`src/rtl/alu_sequencer.sv`:
```
// alu_sequencer
//
// Multi-cycle unsigned multiply / divide unit that sits next to a simple
// pipeline-less core. The control unit raises Start for the current
// instruction; the unit stalls the PC while it iterates one bit per clock
// and then raises Done for exactly one cycle. Done also serves as the
// register-file write enable for Result/ResultHigh.
//
// Ports
//   Clk           single clock, all state changes on the rising edge
//   Reset         synchronous, active-high; aborts any operation
//   Start         operation request level from the control unit
//   Op            0 = unsigned multiply, 1 = unsigned divide
//   A, B          multiplicand/dividend and multiplier/divisor
//   Stall         combinational PC hold
//   Busy          high while iterating or presenting the result
//   Done          one-cycle result-valid pulse
//   Result        product low half / quotient
//   ResultHigh    product high half / remainder
//   FlagOverflow  multiply produced a nonzero high half
//   FlagDivZero   divide with a zero divisor
module alu_sequencer #(
    parameter int l = 16
) (
    input  logic         Clk,
    input  logic         Reset,
    input  logic         Start,
    input  logic         Op,
    input  logic [l-1:0] A,
    input  logic [l-1:0] B,
    output logic         Stall,
    output logic         Busy,
    output logic         Done,
    output logic [l-1:0] Result,
    output logic [l-1:0] ResultHigh,
    output logic         FlagOverflow,
    output logic         FlagDivZero
);

    localparam int CountWidth = $clog2(l) + 1;
    localparam logic [CountWidth-1:0] LastCount = CountWidth'(l - 1);

    typedef enum logic [1:0] {
        IDLE,
        RUN,
        DONE
    } stateT;

    stateT state;
    stateT nextState;

    logic [CountWidth-1:0] count;
    logic                  opIsDiv;
    logic [l-1:0]          opA;
    logic [l-1:0]          opB;

    // Shared working register pair. Multiply: workHi is the running upper
    // partial product and workLo starts as the multiplier, shifting product
    // bits in from the top. Divide: workHi is the partial remainder and
    // workLo starts as the dividend, shifting quotient bits in from the bottom.
    logic [l-1:0] workHi;
    logic [l-1:0] workLo;

    logic [l-1:0] nextHi;
    logic [l-1:0] nextLo;
    logic [l:0]   mulSum;
    logic [l:0]   divShifted;
    logic [l-1:0] divDiff;
    logic         divFits;
    logic         lastStep;

    assign lastStep = (count == LastCount);

    // State register.
    always_ff @(posedge Clk) begin
        if (Reset) begin
            state <= IDLE;
        end else begin
            state <= nextState;
        end
    end

    // Next-state and control outputs. Stall in IDLE follows Start
    // combinationally so the PC is held in the very cycle the request appears;
    // in DONE the PC is released so it advances together with the write.
    always_comb begin
        nextState = state;
        Stall     = 1'b0;
        Busy      = 1'b0;
        Done      = 1'b0;
        unique case (state)
            IDLE: begin
                Stall = Start;
                if (Start) begin
                    nextState = RUN;
                end
            end
            RUN: begin
                Stall = 1'b1;
                Busy  = 1'b1;
                if (lastStep) begin
                    nextState = DONE;
                end
            end
            DONE: begin
                Busy      = 1'b1;
                Done      = 1'b1;
                nextState = IDLE;
            end
            default: begin
                nextState = IDLE;
            end
        endcase
    end

    // One iteration of either algorithm. The restoring divider naturally
    // yields an all-ones quotient and a remainder equal to the dividend when
    // the divisor is zero, since every trial subtraction of zero succeeds.
    // The remainder after a successful subtract is below the divisor, so the
    // low l bits of the subtraction are exact.
    always_comb begin
        mulSum     = {1'b0, workHi} + (workLo[0] ? {1'b0, opA} : '0);
        divShifted = {workHi, workLo[l-1]};
        divFits    = (divShifted >= {1'b0, opB});
        divDiff    = divShifted[l-1:0] - opB;
        nextHi     = '0;
        nextLo     = '0;
        if (opIsDiv) begin
            nextHi = divFits ? divDiff : divShifted[l-1:0];
            nextLo = {workLo[l-2:0], divFits};
        end else begin
            nextHi = mulSum[l:1];
            nextLo = {mulSum[0], workLo[l-1:1]};
        end
    end

    // Operand latch, iteration datapath and result registers. Results are
    // only written on the final iteration so partial values never reach the
    // register file outputs.
    always_ff @(posedge Clk) begin
        if (Reset) begin
            count        <= '0;
            opIsDiv      <= 1'b0;
            opA          <= '0;
            opB          <= '0;
            workHi       <= '0;
            workLo       <= '0;
            Result       <= '0;
            ResultHigh   <= '0;
            FlagOverflow <= 1'b0;
            FlagDivZero  <= 1'b0;
        end else begin
            case (state)
                IDLE: begin
                    if (Start) begin
                        opIsDiv <= Op;
                        opA     <= A;
                        opB     <= B;
                        count   <= '0;
                        workHi  <= '0;
                        workLo  <= Op ? A : B;
                    end
                end
                RUN: begin
                    workHi <= nextHi;
                    workLo <= nextLo;
                    count  <= count + CountWidth'(1);
                    if (lastStep) begin
                        Result       <= nextLo;
                        ResultHigh   <= nextHi;
                        FlagOverflow <= !opIsDiv && (nextHi != '0);
                        FlagDivZero  <= opIsDiv && (opB == '0);
                    end
                end
                default: begin
                end
            endcase
        end
    end

endmodule

```
`config.mk`:
```
export PLATFORM = sky130hd
export DESIGN_NAME = alu_sequencer
export DESIGN_NICKNAME = d
export VERILOG_FILES = /design/src/rtl/alu_sequencer.sv
export SDC_FILE = /design/constraint.sdc
export NUM_CORES = 1
export LEC_CHECK = 0
export ABC_AREA = 1
export CORE_MARGIN = 8
export CORE_UTILIZATION = 30
export DETAILED_ROUTE_END_ITERATION = 12
export SLEW_MARGIN = 5
export SYNTH_ARGS = -nofsm -noshare
export SYNTH_HDL_FRONTEND = slang
export SYNTH_SLANG_ARGS = --single-unit
```
`constraint.sdc`:
```
create_clock -name Clk -period 3.1 [get_ports Clk]
set_input_delay 0.62 -clock Clk [delete_from_list [all_inputs] [get_ports Clk]]
set_output_delay 0.62 -clock Clk [all_outputs]
set_load 0.05 [all_outputs]
```
== Yosys cells after proc, flatten, opt, wreduce, memory -nomap -nowiden ==
Cells that the tools add are included.
Storage, ports and cells
  flip-flop bits (word level): 106
  bits of input ports: 36
  output and inout port bits: 37
  word-level logic and storage cells: 49
Operators by class
  add/sub/neg operators: 3
  order comparisons: 1
  eq/ne operators: 5
  multiplexer cells: 17
  reductions and logical operators: 12
Operators with widths (count)
  16-bit 2-to-1 mux: 7
  16-bit case mux with 2 select lines: 2
  16-bit by 16-bit adder with 17-bit output: 1
  17-bit by 16-bit greater-or-equal comparator with 1-bit output: 1
  16-bit zero test: 1
  16-bit nonzero test: 1
  16-bit subtractor: 1
  5-bit case mux with 2 select lines: 1
  2-bit AND reduction: 4
  5-bit by 1-bit adder with 5-bit output, second input constant: 1
  5-bit by 4-bit == test with 1-bit output, second input constant: 1
  5-bit 2-to-1 mux: 1
  2-bit 2-to-1 mux: 2
  2-bit inequality test, second input constant: 2
  2-bit case mux with 2 select lines: 1
  2-bit by 1-bit == test with 1-bit output, second input constant: 1
  2-bit == test, second input constant: 1
  1-bit logical AND: 2
  2-bit zero test: 1
  1-bit 2-to-1 mux: 2
  1-bit case mux with 2 select lines: 1
  2-bit nonzero test: 1
  2-bit OR reduction: 1
  1-bit zero test: 1

== Logic depth before layout (Yosys ltp) ==
Gate-level depths: netlist of the first run.
  depth after elaboration: 5
  gate-level depth with buffers: 22
  mapped depth without buffers: 20

== Worst setup path before layout of the first run ==
OpenSTA, ideal clock, no wires.
  path type: register to register
  start: register workLo[0]
  end: register FlagOverflow
  setup time: 0.131 ns
  data arrival time: 2.379 ns
  required time: 2.969 ns
  setup slack: 0.591 ns
  stages on the path, launching flop included: 23
  period minus slack after synthesis: 2.509 ns
  path through: dfxtp_1 -> clkbuf_1 -> clkbuf_1 -> nand2_1 -> inv_1 -> ha_1 -> fa_1 -> nand3_1 -> nand2_1 -> nand2_1 -> nand2_1 -> nand2_1 -> nand2_1 -> nor2_1 -> nor2_1 -> nand2_1 -> nand2_1 -> nor2_1 -> nand2_1 -> nor2_1 -> nand2_1 -> nand2_1 -> a21oi_2
On the way
  longest elaborated chain between the ends: 5
RTL lines
  start, declared: RTL line 62  | logic [l-1:0] workLo;
  start signal, assigned: RTL line 161  | workLo <= Op ? A : B;
  start signal, assigned: RTL line 166  | workLo <= nextLo;
  16-bit 2-to-1 mux: RTL line 122  | mulSum = {1'b0, workHi} + (workLo[0] ? {1'b0, opA} : '0);
  16-bit by 16-bit adder with 17-bit output: RTL line 122
  16-bit 2-to-1 mux: RTL line 128  | if (opIsDiv) begin
  16-bit nonzero test: RTL line 171  | FlagOverflow <= !opIsDiv && (nextHi != '0);
  1-bit logical AND: RTL line 171
  end signal, assigned: RTL line 171
  end, declared: RTL line 36  | output logic FlagOverflow,
No other way between the ends.
A chain may end at the register's enable or synchronous reset.

== Worst setup path after layout of the first run ==
Same ends and word-level chain as after synthesis.

==> flow_summary.yaml, run 1 <==
detailed_routing:
  vias: 6979
  drt_pass1_iterations: 6
  drt_first_iter_violations: 713
  route.detailed.drc: 0
  wl_um: 23200
  highest_layer: "met4"
  via_per_inst: 4.91
  wl_met3_um: 1520
  met2_length_um: 10300
  antenna_left: 0
  wl_per_cell_um: 16.3
  m1WireLength_um: 11000
critical_path:
  crit_required_ns: 3.34
  cp_cell_sequence: "nand2_1 -> inv_1 -> ha_1 -> a21oi_1 -> nand2_1 -> nand2_1 -> nand2_1 -> o21ai_0 -> nand3_1 -> nor2_1 -> nand2_1 -> nor2_1 -> nand2_1 -> nand2_1 -> a21oi_2"
  cp_max_fo: 18
  critPathSlowestCell: "dfxtp_2"
  critPathKind: "reg -> reg"
  start_kind: "flop"
  critical_path.most_common_cell: "nand2_1"
  crit_arrival_ns: 3.04
  cp_top_family: "simple AND/OR/NAND/NOR gates"
  setup.worst_path.end_class: "flop"
  cp_num_buf_inv: 1
  cpPeakStageDelay_ns: 0.53
grt:
  grt_pass1_vias: 6650
  grt-ovfl-total: 0
  grt_pass1_wl_um: 36900
  gr-usage-all-layers_pct: 16.5
  grt_max_degree: 76
  grt_antenna_before_repair: 0
timing:
  drv_slew: 0
  skew_ns: 0.0104
  tns_ns: 0
  min_period_ns: 2.80
  worst_slew_pin_slew_ns: 0.692
  hold_viol: 0
  hold_slack_ns: 0.483
  setup_violations: 0
  relSlewSlack_pct: 53.6
  final.period_utilization_pct: 90.4
  rsz0062_at_grt: "no"
  fmax_mhz: 357
  layout_setup_ws_ns: 0.296
yosys:
  ys_seq_elements: 106
  synth.avg_cell_area_um2: 6.30
  synth_nets: 1148
  ys_warn_count: 0
  synth_top_area_share_pct: 31.4
  synth.distinct_cells: 39
  synthesis.instances: 1073
  ys_seq_area_share_pct: 31.4
  syn_area_um2: 6760
  synth.area.top_cells: "dfxtp_1, nand2_1, o21ai_0, a21oi_1, inv_1"
  yosysTopAreaCell: "dfxtp_1"
power_and_ir_drop:
  p_int_uw: 2290
  p_switching_uw: 1130
  p_seq_share_pct: 43.1
  p_clk_share_pct: 34.3
  netSwitchingFraction_pct: 33.0
  p_comb_share_pct: 22.6
  powerDensity_nw_per_um2: 422
  power.leakage_uw: 0.00388
  ir_drop_v: 0.000263
place:
  dp_hpwl_um: 18000
  port_buffers: 72
  pre_cts_ws_ns: 0.158
  gp_congestion: 0.903
floorplan:
  core-area_um2: 22400
  initial_core_util_pct: 30.2
  rows: 55
  die_x_um: 166
  chipHeight_um: 166
  ioPinCount: 73
  die-area_um2: 27600
flow_run:
  drv_cap: 0
cts:
  cts_hold_buffers: 0
  h-tree-depth: 3
  cts_tree: "yes"
  cts_sinks: 106
  path_clk_slew_ns: 0.08
  cts_buffers: 9
  cts_root_buf: "clkbuf_16"
  cts_buffer_depth: 2
  insertion_delay_ns: 0.36
finish:
  syn_to_final_growth_pct: 20.1
  drive_gt1_share_pct: 5.37
  layout.nets: 1205
  diodes: 0
  fin_util_pct: 36.3
min_path:
  min_path_type: "reg -> reg"
status:
  status: "completed"
metrics by stage:
| step | instance area (um^2) | cells | power, uW |
|---|---|---|---|
| 3_3_place_gp | 7820 | 1404 | 2280 |
| 6_report | 8120 | 1420 | 3420 |
| 5_1_grt | 8120 | 1420 | 3600 |
| 2_1_floorplan | 6760 | 1073 | 2020 |
| 4_1_cts | 8120 | 1420 | 3440 |
| 3_5_place_dp | 7820 | 1404 | 2270 |
cell usage after synthesis (all sizes together):
cell and count:
a211oi 3, a21o 2, a21oi 95, a31oi 2, and2 2, and3 1, buf 10, clkbuf 38
clkinv 3, dfxtp 106, fa 2, ha 37, inv 126, mux2i 11, nand2 298, nand3 82
nand3b 4, nand4 13, nor2 116, nor3 9, nor4 1, o211ai 1, o21ai 99, o21bai 3
o22ai 1, or2 2, xor2 6
layer usage:
| layer | vias up | GRT usage [%] |
|---|---|---|
| li1 | 3570 | - |
| met1 | 3166 | 22.3 |
| met2 | 216 | 26.6 |
| met3 | 27 | 3.71 |
| met4 | 0 | 3.24 |
| met5 | - | 0 |
sequential cells by signal (all words and copies together), names as in the netlist:
| register | flops |
|---|---|
| workLo | 16 |
| FlagOverflow | 1 |
| ResultHigh | 16 |
| opIsDiv | 1 |
| Result | 16 |
| workHi | 16 |
| state | 2 |
| opA | 16 |
| opB | 16 |
| FlagDivZero | 1 |
| count | 5 |
area by class of cell:
cell class,count,area (um^2)
Clock inverter,5,43.8
Clock buffer,11,253
Timing Repair Buffer,94,908
Fill cell,2412,14200
Tap cell,285,357
Multi-Input combinational cell,790,3950
Sequential cell,106,2120
Inverter,129,484
repair_timing:
action | in CTS | in global routing
gates resized for setup | 0 | 1
setup buffers | 0 | 0
setup endpoints to repair | 0 | 1
final timing paths:
kind | startpoint | to | slack, ns | cells after the start
max | workLo[0]$_SDFFE_PP0P_ | FlagOverflow$_SDFFE_PP0P_ | 0.30 | 15
min | count[0]$_SDFFE_PP0P_ | count[0]$_SDFFE_PP0P_ | 0.48 | 1
max reg2reg | workLo[0]$_SDFFE_PP0P_ | FlagOverflow$_SDFFE_PP0P_ | 0.30 | 15
min reg2reg | count[0]$_SDFFE_PP0P_ | count[0]$_SDFFE_PP0P_ | 0.48 | 1
layout by cell type, fill, tap and decap left out, types with 2 or more instances in the layout:
cell type / count
dfxtp_1: 105
buf_12: 2
nand4_1: 13
clkbuf_16: 9
nand3_1: 77
a31oi_1: 2
inv_1: 125
ha_1: 37
nor3_1: 8
clkinv_1: 3
nand2_1: 293
a211oi_1: 3
mux2i_1: 11
a21o_1: 2
nand3b_1: 4
nor2_2: 6
xor2_1: 6
clkinvlp_4: 2
nor2_1: 110
buf_4: 21
clkbuf_8: 2
o21bai_1: 3
o21ai_0: 98
and2_1: 2
nand3_2: 5
fa_1: 2
nand2_2: 4
a21oi_1: 94
clkdlybuf4s50_1: 71
power by group through the flow:
stage,clock (uW),sequential [uW],combinational [uW]
6_report,1170,1480,775
5_1_grt,1250,1480,863
4_1_cts,1200,1470,768
3_5_place_dp,0,1510,765
3_3_place_gp,0,1510,770
2_1_floorplan,0,1480,531
cells by family (layout without fill, tap and decap cells):
kind of cell    count (synthesis)  count (layout)  share of synthesized area [%]
simple gates                  528             528                           32.8
buf+inv                       177             239                           10.2
flops                         106             106                           31.4
mux                            11              11                           1.63
compound gates                206             206                           15.7
xor+xnor                        6               6                          0.777
fa+ha+maj                      39              39                           7.44
(Power assumes the default switching activity.)
==> inputs of run 2 (changes only) <==
GPL_ROUTABILITY_DRIVEN = 0   (was not set)
SETUP_SLACK_MARGIN = 0.02   (was not set)
==> run 2 against run 1 <==
Compared with the run above: highest routed layer unchanged; clock skew increased by 0.0014 ns; non-clock buffer count rose by 1; largest power group unchanged; core utilization up 0.062 points; count of clock-buffer cells in the layout grew 1; combinational power up 2%; maximum frequency increased by 2.5%; critical endpoint unchanged.
==> flow_summary.yaml, run 2 (synthesized netlist as in run 1, its figures left out) <==
critical_path:
  setup.worst_path.end_class: "flop"
  cp_top_family: "simple AND/OR/NAND/NOR gates"
  cp_cell_sequence: "nand2_1 -> inv_1 -> ha_1 -> a21oi_1 -> nand2_1 -> nand2_1 -> nand2_1 -> nand2_1 -> nand2_1 -> nor2_1 -> nor2_1 -> nand2_1 -> nand2_1 -> nor2_1 -> nand2_1 -> nor2_1 -> nand2_1 -> nand2_1 -> a21oi_2"
  critPathKind: "reg -> reg"
  r2r-end: "FlagOverflow$_SDFFE_PP0P_"
  start_kind: "flop"
  reg2reg_from: "workLo[0]$_SDFFE_PP0P_"
  critPathSlowestCell: "dfxtp_2"
  crit_arrival_ns: 2.97
  reg2reg_slack_ns: 0.36
  cp_max_fo: 18
  cp_num_buf_inv: 1
  crit_required_ns: 3.33
  cpPeakStageDelay_ns: 0.53
  reg2regPathDepth: 19
  critical_path.most_common_cell: "nand2_1"
finish:
  layout_common_cells: "nand2_1, inv_1, nor2_1, dfxtp_1, o21ai_0"
  diodes: 0
  fin_util_pct: 36.4
  seqCellArea_um2: 2120
  syn_to_final_growth_pct: 20.3
  n_fill_cell: 2391
  layout.nets: 1206
  multi_input_area_um2: 3950
  layout_commonest_cell: "nand2_1"
  drive_gt1_share_pct: 5.46
cts:
  postCtsSetupRepairBufs: 0
  cts_root_buf: "clkbuf_16"
  cts_tree: "yes"
  cts_hold_buffers: 0
  insertion_delay_ns: 0.36
  path_clk_slew_ns: 0.07
  cts_buffer_depth: 2
  h-tree-depth: 3
  cts_buffers: 9
  cts_sinks: 106
timing:
  rsz0062_at_grt: "no"
  min_period_ns: 2.74
  hold_slack_ns: 0.487
  fmax_mhz: 366
  drv_slew: 0
  final.period_utilization_pct: 88.2
  skew_ns: 0.0118
  tns_ns: 0
  relSlewSlack_pct: 51.5
  setup_violations: 0
  worst_slew_pin_slew_ns: 0.727
  hold_viol: 0
floorplan:
  die-area_um2: 27600
  rows: 55
  die_x_um: 166
  core-area_um2: 22400
  chipHeight_um: 166
  ioPinCount: 73
  initial_core_util_pct: 30.2
detailed_routing:
  route.detailed.drc: 0
  wl_um: 22900
  vias: 7094
  drt_first_iter_violations: 624
  wl_per_cell_um: 16.1
  antenna_left: 0
  drt_pass1_iterations: 7
  via_per_inst: 4.99
power_and_ir_drop:
  powerDensity_nw_per_um2: 430
  power.leakage_uw: 0.00389
  ir_drop_v: 0.000294
grt:
  grt_max_degree: 49
  grt_pass1_vias: 6862
  gr-usage-all-layers_pct: 16.3
  grt-ovfl-total: 0
  grt_antenna_before_repair: 0
  grt_pass1_wl_um: 36700
min_path:
  holdPathStages: 2
  min_path_type: "reg -> reg"
  whs_endpoint: "opB[14]$_SDFFE_PP0P_"
  min_from: "opB[14]$_SDFFE_PP0P_"
place:
  port_buffers: 72
  dp_hpwl_um: 18100
status:
  status: "completed"
flow_run:
  drv_cap: 0
==> run 2: cell type report <==
type                       instances  share of cell area [%]
clock buffer                      12                    3.15
clock inverter                     4                   0.692
inverter                         129                    5.95
multi-input combinational        790                    48.6
sequential                       106                    26.1
tap                              285                    4.38
timing repair buffer              95                    11.1
==> run 2: how the worst max path moves through the flow <==
stage / startpoint / to / slack, ns / depth (start not counted)
6_report: workLo[0]$_SDFFE_PP0P_ / FlagOverflow$_SDFFE_PP0P_ / 0.36 / 19
5_1_grt: workLo[0]$_SDFFE_PP0P_ / FlagOverflow$_SDFFE_PP0P_ / 0.03 / 19
4_1_cts: workLo[0]$_SDFFE_PP0P_ / FlagOverflow$_SDFFE_PP0P_ / 0.18 / 15
3_5_place_dp: workLo[0]$_SDFFE_PP0P_ / FlagOverflow$_SDFFE_PP0P_ / 0.19 / 15
3_3_place_gp: workLo[0]$_SDFFE_PP0P_ / FlagOverflow$_SDFFE_PP0P_ / 0.14 / 15
2_1_floorplan: workLo[0]$_SDFFE_PP0P_ / FlagOverflow$_SDFFE_PP0P_ / 0.59 / 22
==> run 2: layer usage <==
metal  track usage [%]  part of all wire [%]  vias up
li1                  -                     -     3571
met1              21.7                    46     3186
met2              25.0                    43      285
met3              4.14                   7.7       52
met4              6.25                   3.5        0
met5                 0                     0        -
==> run 2: what timing repair did <==
action,in CTS,in global routing
endpoints found under the hold margin,0,0
endpoints found under the setup margin,0,1
gates resized for setup,0,2
==> run 2: worst register-to-register path, stage by stage (launching register included) <==
cell,delay (ns)
dfxtp_2,0.53
nand2_1,0.11
inv_1,0.08
ha_1,0.29
a21oi_1,0.31
nand2_1,0.20
nand2_1,0.10
nand2_1,0.08
nand2_1,0.07
nand2_1,0.08
nor2_1,0.10
nor2_1,0.05
nand2_1,0.08
nand2_1,0.11
nor2_1,0.11
nand2_1,0.06
nor2_1,0.10
nand2_1,0.05
nand2_1,0.06
a21oi_2,0.05
==> run 2: where the power goes <==
part | total (uW) | switching (uW) | internal, uW
Clock | 1230 | 554 | 680
Sequential | 1480 | 47.2 | 1430
Combinational | 788 | 522 | 266
==> run 2: stage by stage <==
step / power (uW) / instance area [um^2] / worst slack, ns / cells
2_1_floorplan: 2020 / 6760 / 0.591 / 1073
3_3_place_gp: 2280 / 7820 / 0.139 / 1405
3_5_place_dp: 2280 / 7820 / 0.189 / 1405
4_1_cts: 3510 / 8130 / 0.177 / 1421
5_1_grt: 3660 / 8130 / 0.0297 / 1421
6_report: 3500 / 8130 / 0.365 / 1421
